==> src/rtl/boa_mem_initiator.sv <==
// boa_mem_initiator: single-outstanding boa_mem_bus master, one bus access per command, registered response stream.
// Optional WAIT timeout recovery is compiled in with BOA_INIT_TIMEOUT_EN.
module boa_mem_initiator #(
`ifdef BOA_INIT_TIMEOUT_EN
    parameter int TIMEOUT   = 255,
`endif
    parameter bit ALIGN_CHK = 1'b1
) (
    input  logic        clk,
    input  logic        rst,
    input  logic        cmd_valid,
    output logic        cmd_ready,
    input  logic [3:0]  cmd_we,
    input  logic [31:0] cmd_addr,
    input  logic [31:0] cmd_wdata,
    output logic        rsp_valid,
    input  logic        rsp_ready,
    output logic [31:0] rsp_rdata,
    output logic        rsp_err,
    output logic        busy,
    output logic        bus_re,
    output logic [3:0]  bus_we,
    output logic [31:0] bus_addr,
    output logic [31:0] bus_wdata,
    input  logic [31:0] bus_rdata,
    input  logic        bus_ready
);
    typedef enum logic [1:0] {IDLE, REQ, WAIT, RESP} state_t;
    state_t      state_q, state_d;
    logic        cmd_ready_q, cmd_ready_d;
    logic        rsp_valid_q, rsp_valid_d;
    logic [31:0] rsp_rdata_q, rsp_rdata_d;
    logic        rsp_err_q, rsp_err_d;
    logic        busy_q, busy_d;
    logic        bus_re_q, bus_re_d;
    logic [3:0]  bus_we_q, bus_we_d;
    logic [31:0] bus_addr_q, bus_addr_d;
    logic [31:0] bus_wdata_q, bus_wdata_d;
`ifdef BOA_INIT_TIMEOUT_EN
    localparam int CW = $clog2(TIMEOUT + 1);
    logic [CW-1:0] cnt_q, cnt_d;
`endif
    always_comb begin
        state_d     = state_q;
        cmd_ready_d = cmd_ready_q;
        rsp_valid_d = rsp_valid_q;
        rsp_rdata_d = rsp_rdata_q;
        rsp_err_d   = rsp_err_q;
        bus_re_d    = bus_re_q;
        bus_we_d    = bus_we_q;
        bus_addr_d  = bus_addr_q;
        bus_wdata_d = bus_wdata_q;
`ifdef BOA_INIT_TIMEOUT_EN
        cnt_d       = cnt_q;
`endif
        case (state_q)
            IDLE: begin
                cmd_ready_d = 1'b1;
                if (cmd_valid && cmd_ready_q) begin
                    cmd_ready_d = 1'b0;
                    if (ALIGN_CHK && cmd_addr[1:0] != 2'b00) begin
                        state_d     = RESP;
                        rsp_valid_d = 1'b1;
                        rsp_err_d   = 1'b1;
                        rsp_rdata_d = 32'h0;
                    end else begin
                        state_d     = REQ;
                        bus_addr_d  = cmd_addr;
                        bus_wdata_d = cmd_wdata;
                        bus_we_d    = cmd_we;
                        bus_re_d    = (cmd_we == 4'h0);
                    end
                end
            end
            // ready may still be left over from the responder's previous access here, so it is ignored
            REQ: begin
                state_d = WAIT;
`ifdef BOA_INIT_TIMEOUT_EN
                cnt_d   = '0;
`endif
            end
            WAIT: begin
                if (bus_ready) begin
                    state_d     = RESP;
                    rsp_valid_d = 1'b1;
                    rsp_err_d   = 1'b0;
                    rsp_rdata_d = bus_re_q ? bus_rdata : 32'h0;
                    bus_re_d    = 1'b0;
                    bus_we_d    = 4'h0;
                end
`ifdef BOA_INIT_TIMEOUT_EN
                else if (cnt_q >= CW'(TIMEOUT - 1)) begin
                    state_d     = RESP;
                    rsp_valid_d = 1'b1;
                    rsp_err_d   = 1'b1;
                    rsp_rdata_d = 32'h0;
                    bus_re_d    = 1'b0;
                    bus_we_d    = 4'h0;
                    cnt_d       = CW'(TIMEOUT);
                end else begin
                    cnt_d       = cnt_q + 1'b1;
                end
`endif
            end
            default: begin
                if (rsp_ready) begin
                    state_d     = IDLE;
                    rsp_valid_d = 1'b0;
                    cmd_ready_d = 1'b1;
                end
            end
        endcase
        busy_d = (state_d != IDLE);
    end
    always_ff @(posedge clk) begin
        if (!rst) begin
            state_q     <= IDLE;
            cmd_ready_q <= 1'b0;
            rsp_valid_q <= 1'b0;
            rsp_rdata_q <= 32'h0;
            rsp_err_q   <= 1'b0;
            busy_q      <= 1'b0;
            bus_re_q    <= 1'b0;
            bus_we_q    <= 4'h0;
            bus_addr_q  <= 32'h0;
            bus_wdata_q <= 32'h0;
`ifdef BOA_INIT_TIMEOUT_EN
            cnt_q       <= '0;
`endif
        end else begin
            state_q     <= state_d;
            cmd_ready_q <= cmd_ready_d;
            rsp_valid_q <= rsp_valid_d;
            rsp_rdata_q <= rsp_rdata_d;
            rsp_err_q   <= rsp_err_d;
            busy_q      <= busy_d;
            bus_re_q    <= bus_re_d;
            bus_we_q    <= bus_we_d;
            bus_addr_q  <= bus_addr_d;
            bus_wdata_q <= bus_wdata_d;
`ifdef BOA_INIT_TIMEOUT_EN
            cnt_q       <= cnt_d;
`endif
        end
    end
    assign cmd_ready = cmd_ready_q;
    assign rsp_valid = rsp_valid_q;
    assign rsp_rdata = rsp_rdata_q;
    assign rsp_err   = rsp_err_q;
    assign busy      = busy_q;
    assign bus_re    = bus_re_q;
    assign bus_we    = bus_we_q;
    assign bus_addr  = bus_addr_q;
    assign bus_wdata = bus_wdata_q;
endmodule

==> config.mk <==
export PLATFORM = sky130hd
export DESIGN_NAME = boa_mem_initiator
export DESIGN_NICKNAME = d
export VERILOG_FILES = /design/src/rtl/boa_mem_initiator.sv
export SDC_FILE = /design/constraint.sdc
export NUM_CORES = 1
export LEC_CHECK = 0
export CAP_MARGIN = 20
export CORE_AREA = 2 2 106 108
export CTS_CLUSTER_SIZE = 25
export DETAILED_ROUTE_END_ITERATION = 12
export DIE_AREA = 0 0 108 110
export PLACE_DENSITY = 0.81
export SYNTH_ARGS = -nofsm -noshare
export SYNTH_HDL_FRONTEND = slang
export SYNTH_SLANG_ARGS = --single-unit
==> constraint.sdc <==
create_clock -name clk -period 2.25 [get_ports clk]
set_clock_uncertainty 0.05 [all_clocks]
set_input_delay 0.675 -clock clk [delete_from_list [all_inputs] [get_ports clk]]
set_output_delay 0.675 -clock clk [all_outputs]
set_load 0.02 [all_outputs]
=== Word level (Yosys, flattened, before mapping) ===
Cells that the tools add are included.

* Bits in registers: 107

* Equal/unequal tests: 6
* Reductions and logical operators: 14
* Multiplexer cells: 27
* Bitwise operators: 3

{| class="wikitable"
|+ Operator list
! kind !! count
|-
| 2-to-1 mux 32 bit || 4
|-
| one-hot mux 32 bit (2 select lines) || 1
|-
| 2-to-1 mux 4 bit || 3
|-
| 2-to-1 mux 1 bit || 9
|-
| 2-to-1 mux 2 bit || 4
|-
| != test 2 bit (second input constant) || 4
|-
| one-hot mux 4 bit (2 select lines) || 1
|-
| AND reduction 4 bit || 2
|-
| nonzero test 2 bit || 4
|-
| one-hot mux 1 bit (2 select lines) || 3
|-
| one-hot mux 2 bit (3 select lines) || 1
|-
| AND reduction 5 bit || 1
|-
| logical NOT 4 bit || 1
|-
| NOT 1 bit || 3
|-
| one-hot mux 1 bit (3 select lines) || 1
|-
| AND reduction 3 bit || 1
|-
| nonzero test 3 bit || 1
|-
| equality test 2 x 1 -> 1 bit (second input constant) || 1
|-
| equality test 2 bit (second input constant) || 1
|-
| logical NOT 2 bit || 1
|-
| AND reduction 2 bit || 1
|-
| OR reduction 2 bit || 1
|-
| logical AND 1 bit || 1
|}

=== Depth between registers and ports, before layout ===
* Depth after elaboration: 5
* Gate-level depth with buffers: 8
* Gate-level depth less buffers: 5

=== Worst setup path after synthesis ===
Ideal clock, no wire load.

* Kind: input -> register
* Start point: in cmd_addr[0]
* End point: reg bus_re_q, in the netlist bus_re
* Library setup time: 0.072 ns
* Arrival: 1.659 ns
* Required time: 2.128 ns
* Slack: 0.470 ns
* Stages on the path: 4
* Cells stage by stage: or2_1 buf_2 a221oi_4 mux2i_1

* Cells in the longest elaborated chain, start to end: 3

{| class="wikitable"
|+ Ends and longest elaborated chain
! item !! line !! text
|-
| start: declaration || 14 || <nowiki>input logic [31:0] cmd_addr,</nowiki>
|-
| nonzero test 2 bit || 61 || <nowiki>if (ALIGN_CHK && cmd_addr[1:0] != 2'b00) begin</nowiki>
|-
| != test 2 bit (no source line) || -- ||
|-
| AND reduction 4 bit (no source line) || -- ||
|-
| end signal: assignment || 137 || <nowiki>bus_re_q <= bus_re_d;</nowiki>
|-
| end: declaration || 35 || <nowiki>logic bus_re_q, bus_re_d;</nowiki>
|}

Every way passes these cells.
A chain may end at the register's enable or synchronous reset.

=== Worst setup path after layout ===
* Start point: reg cmd_ready_q, in the netlist cmd_ready
* End point: out cmd_ready

{| class="wikitable"
|+ RTL lines
! item !! line !! text
|-
| start: declaration || 30 || <nowiki>logic cmd_ready_q, cmd_ready_d;</nowiki>
|-
| start signal: assignment || 132 || <nowiki>cmd_ready_q <= cmd_ready_d;</nowiki>
|-
| end: declaration || 12 || <nowiki>output logic cmd_ready,</nowiki>
|}

No word-level cell between the ends.

==> flow_summary.toml <==
[status]
status = "complete, no violations"

[cells_and_area]
postLayoutCoreUtil_pct = 62.98
areaGrowthSynthToFinish_pct = 61.13
layout.cells.non_filler = 837
final_nets = 802
diodes = 0
drive_above_1_share_pct = 5.739
fillCellCount = 874

[synthesis]
synth_cells = 503
syn_avg_cell_area_um2 = 8.313
syn-num-nets = 613
synthArstFlopShare_pct = 0
synth_area_leader_cell = "dfxtp_1"
ys_ff_latch = 107
yosys_warnings = 0
yosysMostFrequentCell = "dfxtp_1"
syn_area_um2 = 4182
ys_seq_area_share_pct = 51.23
ys_top_cells_by_count = "dfxtp_1, a21oi_1, nand3_1"
ys_types = 35
synth.area.top_cells = "dfxtp_1, a21oi_1, nand3_1, o21ai_1, o22ai_1"
synth_top_area_share_pct = 51.23
ys_dominant_reg_cell = "dfxtp_1"
synth_edf_count = 0

[setup_path]
crit_cells = 1
r2r_setup_slack_ps = 320
reg2reg_to = "bus_wdata[11]$_SDFFE_PN0P_"
required_ps = 1520
crit_arrival_ps = 1420
cp-start-kind = "register"
path_buf_inv = 1
slowest_stage = "clkdlybuf4s50_1"
crit_path_end_kind = "output pin"
crit_type = "reg2out"
worstReg2RegStart = "state_q[0]$_SDFF_PN0_"
rr_worst_depth = 6
crit_family = "buffers and inverters"
worstPathMaxFanout = 9
path_cells = "clkdlybuf4s50_1"
cpPeakStageDelay_ps = 630

[sta]
hold_viol_final = 0
slew_viol_final = 0
finalSetupTns_ps = 0
fmax_ghz = 0.4655
setup_viol = 0
tightest_slew_ps = 455.6
setup_ws_ps = 101.6
min_period_ps = 2148
fin_crit_sh_pct = 95.49
rsz0062_at_grt = "no"
slew_headroom_pct = 69.49

[routing]
drc = 0
totalWireLength_mm = 12.96
drtAntennaViolNets = 0
vias = 4342
viasPerCell = 5.188
routedWlPerCell_um = 15.48
drt_pass1_iterations = 4
drt_iter0_markers = 309

[hold_path]
hold_path_end = "rsp_rdata[12]$_SDFFE_PN0P_"
hp-start = "rsp_rdata[12]$_SDFFE_PN0P_"
min_path_cells = 2
min_path_type = "reg2reg"

[placed_design]
post-place-cells = 821
gp_congestion = 0.7511
port_buffers = 209
dp_slack_ps = -34.64
hpwl_mm = 9.001

[pwr]
finalPower_mw = 5.152
p_leak_nw = 2.410
powerDensity_nw_per_um2 = 764.6
vdd_drop_max_mv = 0.5252

[clocking]
clk_latency_ps = 370
clockBufferDepth = 2
root_buffer = "clkbuf_8"
clock_sinks = 107
cts_tree = "done"
cts_setup_buffers = 0
cts_buffers = 9
htree_levels = 3
cts.clk_slew.worst_paths_ps = 100

[global_route]
grt_pass1_vias = 4224
antenna_found_initial = 0
grt_max_degree = 64
grt_pass1_wl_mm = 20.29
grt_overflow_total = 0
track_usage_pct = 21.30

[floorplan]
die_w_um = 108
io-pin-count = 210
placementRows = 38
start_util_pct = 39.09
die_y_um = 110
core_area_um2 = 10700
dieArea_um2 = 11880

[job]
drv_cap = 0
-- stage by stage --
stage               hold WS [ps]  cell area, um^2
finish                     414.5             6738
global route               434.8             6738
CTS                        416.2             6738
detailed placement         401.9             6496
global placement           391.8             6496
floorplan                  483.2             4182
-- layer usage --
layer	GRT usage, %	wire length, um	up-vias	share of wire, %
met1	25.66	5278	1992	41
met4	8.242	210	0	1.6
met5	0	0	-	0
li1	-	-	2131	-
met3	6.761	1403	16	11
met2	35.62	6064	203	47
-- layout make-up --
| class | instances | area (um^2) | area share (%) |
|---|---|---|---|
| multi-input cells | 313 | 1728 | 25.65 |
| clock buffers | 9 | 123.9 | 1.838 |
| well taps | 140 | 175.2 | 2.600 |
| inverters | 37 | 138.9 | 2.061 |
| clock inverters | 7 | 116.4 | 1.727 |
| flip-flops and latches | 107 | 2143 | 31.81 |
| repair buffers | 224 | 2312 | 34.32 |
-- logic make-up after synthesis --
| logic type | Yosys count | synth area share (%) |
|---|---|---|
| compound gates | 176 | 23.61 |
| flops | 107 | 51.23 |
| mux | 6 | 1.436 |
| fa+ha+maj | 5 | 1.496 |
| simple gates | 126 | 14.33 |
| buf+inv | 83 | 7.899 |
-- power by group --
| part | leakage [nW] | switching (mW) | internal, mW |
|---|---|---|---|
| sequential | 0.865 | 0.0869 | 2.01 |
| combinational | 1.43 | 0.899 | 0.772 |
| clock | 0.119 | 0.647 | 0.737 |
| total | 2.41 | 1.63 | 3.52 |
-- placed cells by master, fill, tap and decap left out, types with 2 or more instances in the layout --
master and count:
clkdlybuf4s50_1 208, dfxtp_1 106, a21oi_1 64, nand3_1 63
o21ai_1 60, nand2_1 41, inv_1 36, o22ai_1 33
clkbuf_8 9, buf_12 9, mux2i_1 6, buf_4 6
o21ai_0 5, nor2_1 5, ha_1 5, nand3b_1 4
nor2b_1 3, bufinv_16 3, and3_1 2, o311a_1 2
clkinv_2 2
-- state kept, by name, indices dropped and copies added, names as in the netlist --
register / cells
state_q: 2
bus_we: 4
bus_wdata: 32
bus_re: 1
busy: 1
rsp_valid: 1
cmd_ready: 1
rsp_err: 1
bus_addr: 32
rsp_rdata: 32
-- worst max-delay path by stage --
stage,slack [ps],to,startpoint
after global routing,40,cmd_ready,cmd_ready$_SDFFE_PN0P_
after global placement,-5,bus_we[2]$_SDFFE_PN0P_,cmd_addr[0]
after floorplan,470,bus_re$_SDFFE_PN0P_,cmd_addr[0]
final,100,cmd_ready,cmd_ready$_SDFFE_PN0P_
after CTS,70,cmd_ready,cmd_ready$_SDFFE_PN0P_
after detailed placement,-30,bus_we[3]$_SDFFE_PN0P_,cmd_addr[0]
-- timing repair --
item                       4_1_cts  5_1_grt
hold buffers                     0        0
gates resized for setup          1        0
setup endpoints to repair        1        0
Note: power is estimated with default switching activity, not from simulation.
